`src/rtl/demux_1to4_buf.sv`:
```
// One-to-four result distributor: each channel owns a one-entry output register with
// valid/ready, so a stalled sink only blocks input words routed to it.
module demux_1to4_buf #(
  parameter int DATA_W = 16,
  parameter int CNT_W  = 8
) (
  input  logic                clk_i,
  input  logic                rst_i,
  input  logic                in_valid_i,
  output logic                in_ready_o,
  input  logic [1:0]          in_sel_i,
  input  logic [DATA_W-1:0]   in_data_i,
  output logic [3:0]          out_valid_o,
  input  logic [3:0]          out_ready_i,
  output logic [4*DATA_W-1:0] out_data_o,
  output logic                busy_o,
  output logic [CNT_W-1:0]    xfer_cnt_o
);

  logic [3:0]             valid_q;
  logic [3:0][DATA_W-1:0] data_q;
  logic [CNT_W-1:0]       cnt_q;
  logic                   acc;

  // A full channel still accepts if its sink drains it in the same cycle.
  assign in_ready_o = ~valid_q[in_sel_i] | out_ready_i[in_sel_i];
  assign acc        = in_valid_i & in_ready_o;

  always_ff @(posedge clk_i) begin
    if (!rst_i) begin
      valid_q <= '0;
      data_q  <= '0;
      cnt_q   <= '0;
    end else begin
      for (int n = 0; n < 4; n++) begin
        if (acc && (in_sel_i == 2'(n))) begin
          data_q[n]  <= in_data_i;
          valid_q[n] <= 1'b1;
        end else if (valid_q[n] && out_ready_i[n]) begin
          valid_q[n] <= 1'b0;
        end
      end
      if (acc) cnt_q <= cnt_q + CNT_W'(1);
    end
  end

  assign out_valid_o = valid_q;
  assign out_data_o  = data_q;
  assign busy_o      = |valid_q;
  assign xfer_cnt_o  = cnt_q;

endmodule

```
`config.mk`:
```
export PLATFORM = sky130hd
export DESIGN_NAME = demux_1to4_buf
export DESIGN_NICKNAME = d
export VERILOG_FILES = /design/src/rtl/demux_1to4_buf.sv
export SDC_FILE = /design/constraint.sdc
export NUM_CORES = 1
export LEC_CHECK = 0
export CORE_UTILIZATION = 45
export CTS_BUF_LIST = sky130_fd_sc_hd__clkbuf_2 sky130_fd_sc_hd__clkbuf_4 sky130_fd_sc_hd__clkbuf_8
export DETAILED_ROUTE_END_ITERATION = 6
export PLACE_DENSITY = 0.85
export SYNTH_ARGS = -nofsm -noshare
export SYNTH_HDL_FRONTEND = slang
export SYNTH_SLANG_ARGS = --single-unit
```
`constraint.sdc`:
```
create_clock -name clk_i -period 5.6 [get_ports clk_i]
set_input_delay 1.4 -clock clk_i [delete_from_list [all_inputs] [get_ports clk_i]]
set_output_delay 1.4 -clock clk_i [all_outputs]
set_load 0.02 [all_outputs]
```
==> reports/metrics.csv <==
metric,value,unit
outcome,"complete, no violations",
global placer's final weighted congestion,0.838,
Yosys reg bits,76,
Worst Tran Pin Value,1.10,ns
area grow syn2layout,45.4,%
largest net degree at the start of global routing,77,
Final TNS setup,0,ns
type of the worst setup path,in2out,
post-synthesis sequential area ratio,54.7,%
"commonest non-fill, non-tap cells in the layout","132 x nand2_1, 102 x clkdlybuf4s50_1, 76 x a21oi_1, 76 x dfxtp_1, 9 x clkbuf_8",
Pint,0.873,mW
final worst path period share,86.7,%
Ant. Diodes,0,
All-Layer GR Usage,25.9,%
Post-route DRC,0,
Ys Warns,0,
ranking of synthesized cells by area,"dfxtp_1 55%, nand2_1 18%, a21oi_1 14%",
number of fill cells,505,
final wirelength,7930,um
# clock sinks,76,
Multi-input gate area,1160,um2
Die Y,80.7,um
Max Fclk,206,MHz
Final Critical Period,4.86,ns
Initial Util,46.7,%
Iteration-0 DRC Markers,163,
worst vdd ir,209,uV
RSZ-0062 raised after global routing,false,
Storage cell area,1520,um2
Max clock buf depth,2,
Sw Ratio,24.8,%
CTS Hold Buffers Added,0,
Cell Rows,28,
Slew HR,26.0,%
detailed placement HPWL,5450,um
Resize count post-CTS,0,
CP max FO,16,
Flop pwr share,48.9,%
CP Capture Type,output port,
fin. max-slew vios,0,
Syn Area/Cell,7.89,um2
"Distinct cells, synth",20,
Final Hold Vio Count,0,
Max-Cap Viols,0,
CTS buffer count,9,
first drt pass iteration count,5,
layout cells sized above 1,4.89,%
Final ANT Viol Nets,0,
setup bufs post-CTS,0,
Synth area leader,dfxtp_1,
CP arrival,3.46,ns
leakage,1.38,nW
clock power share,39.4,%
P_sw,0.288,mW
port bufs,102,
clk_lat worst skew,0.35,ns
first-pass GRT wire length,12500,um
"commonest non-fill, non-tap cell in the layout",nand2_1,
post-route cell area,4050,um2
post-synth top area share,54.7,%
total congestion overflow,0,
Die Width,80.7,um
DP Area,3830,um2
root buffer cell,clkbuf_8,
crit start category,primary input,
Die Footprint,6510,um2
"CTS clk-pin slew, worst paths",0.08,ns
initial antenna violation count,0,
vias in the first global route,2629,
Via Count,2721,
Hold Path Class,reg2reg,
Synth Cell Area,2780,um2
Cells after Synth,353,
final setup violation count,0,
PD cells,287,nW/um2
Comb power frac,11.8,%
I/O Pins,103,
core area,5960,um2
routed len/inst,15.1,um
htree depth,3,
Clock Skew,0.00993,ns
WP data required,4.20,ns
post-synth net total,379,
TritonCTS clock tree,done,
nets@finish,471,
Vias/cell,5.18,
==> synthesized netlist by cell type, drive strengths merged <==
master and instances:
o31ai 2, a21oi 76, nor3 2, ha 1, nand4 1, dfxtp 76
or4 3, nor2 1, clkbuf 20, or3 7, nand2b 7, and3 2
o21ai 6, nand3 5, nor2b 5, mux4 1, buf 3, nand2 132
inv 3
==> kinds of logic (layout without fill, tap and decap cells) <==
logic type / Yosys count / after routing / synth area share (%)
AO/OA/AOI/OAI: 84 / 84 / 15.3
multiplexers: 1 / 1 / 0.809
flip-flops: 76 / 76 / 54.7
adder cells (fa/ha/maj): 1 / 1 / 0.449
AND/OR/NAND/NOR: 165 / 165 / 24.9
buffers and inverters: 26 / 123 / 3.87
==> worst paths after layout <==
| path | start | depth (start not counted) | endpoint | slack (ns) |
|---|---|---|---|---|
| setup / recovery | in_sel_i[1] | 4 | in_ready_o | 0.74 |
| hold / removal | out_data_o[49]$_SDFFE_PN0P_ | 2 | out_data_o[49]$_SDFFE_PN0P_ | 0.46 |
| setup reg to reg | out_valid_o[0]$_SDFFE_PN0P_ | 4 | xfer_cnt_o[6]$_SDFFE_PN0P_ | 3.72 |
| hold reg to reg | out_data_o[49]$_SDFFE_PN0P_ | 2 | out_data_o[49]$_SDFFE_PN0P_ | 0.46 |
==> stage by stage <==
| step | std cells | util (%) | worst slack, ns | hold slack (ns) | power, mW |
|---|---|---|---|---|---|
| after floorplan | 353 | - | 1.83 | 0.535 | 0.645 |
| after global placement | 509 | 64.3 | 0.771 | 0.440 | 0.713 |
| after detailed placement | 509 | 64.3 | 0.752 | 0.448 | 0.717 |
| after CTS | 525 | 68.0 | 0.750 | 0.459 | 1.17 |
| after global routing | 525 | 68.0 | 0.655 | 0.476 | 1.20 |
| final | 525 | 68.0 | 0.745 | 0.457 | 1.16 |
==> power by group through the flow <==
stage / Clock (mW) / Combinational [mW] / Sequential [mW]
floorplan: 0 / 0.0443 / 0.600
global placement: 0 / 0.134 / 0.579
detailed placement: 0 / 0.136 / 0.580
CTS: 0.462 / 0.137 / 0.568
global route: 0.488 / 0.147 / 0.570
finish: 0.458 / 0.137 / 0.568
==> state kept, by name, indices dropped and copies added, names as in the netlist <==
signal / cells
out_data_o: 64
xfer_cnt_o: 8
out_valid_o: 4
==> critical path: stages <==
cell	delay (ns)
clkdlybuf4s50_1	0.64
mux4_2	0.69
inv_1	0.12
clkdlybuf4s50_1	0.61
==> area by class of cell <==
type / instances / share of cell area, %
Multi-Input combinational cell: 251 / 28.8
Sequential cell: 76 / 37.6
Timing Repair Buffer: 104 / 25.6
Clock inverter: 6 / 2.19
Tap cell: 75 / 2.32
Clock buffer: 10 / 3.25
Inverter: 3 / 0.278
==> routing by layer <==
metal,track usage [%],share of wire (%),up-vias
li1,-,-,1344
met1,28.7,41,1279
met2,44.1,49,87
met3,10.3,8.3,11
met4,9.82,1.4,0
met5,0,0,-
Note: power is estimated with default switching activity, not from simulation.
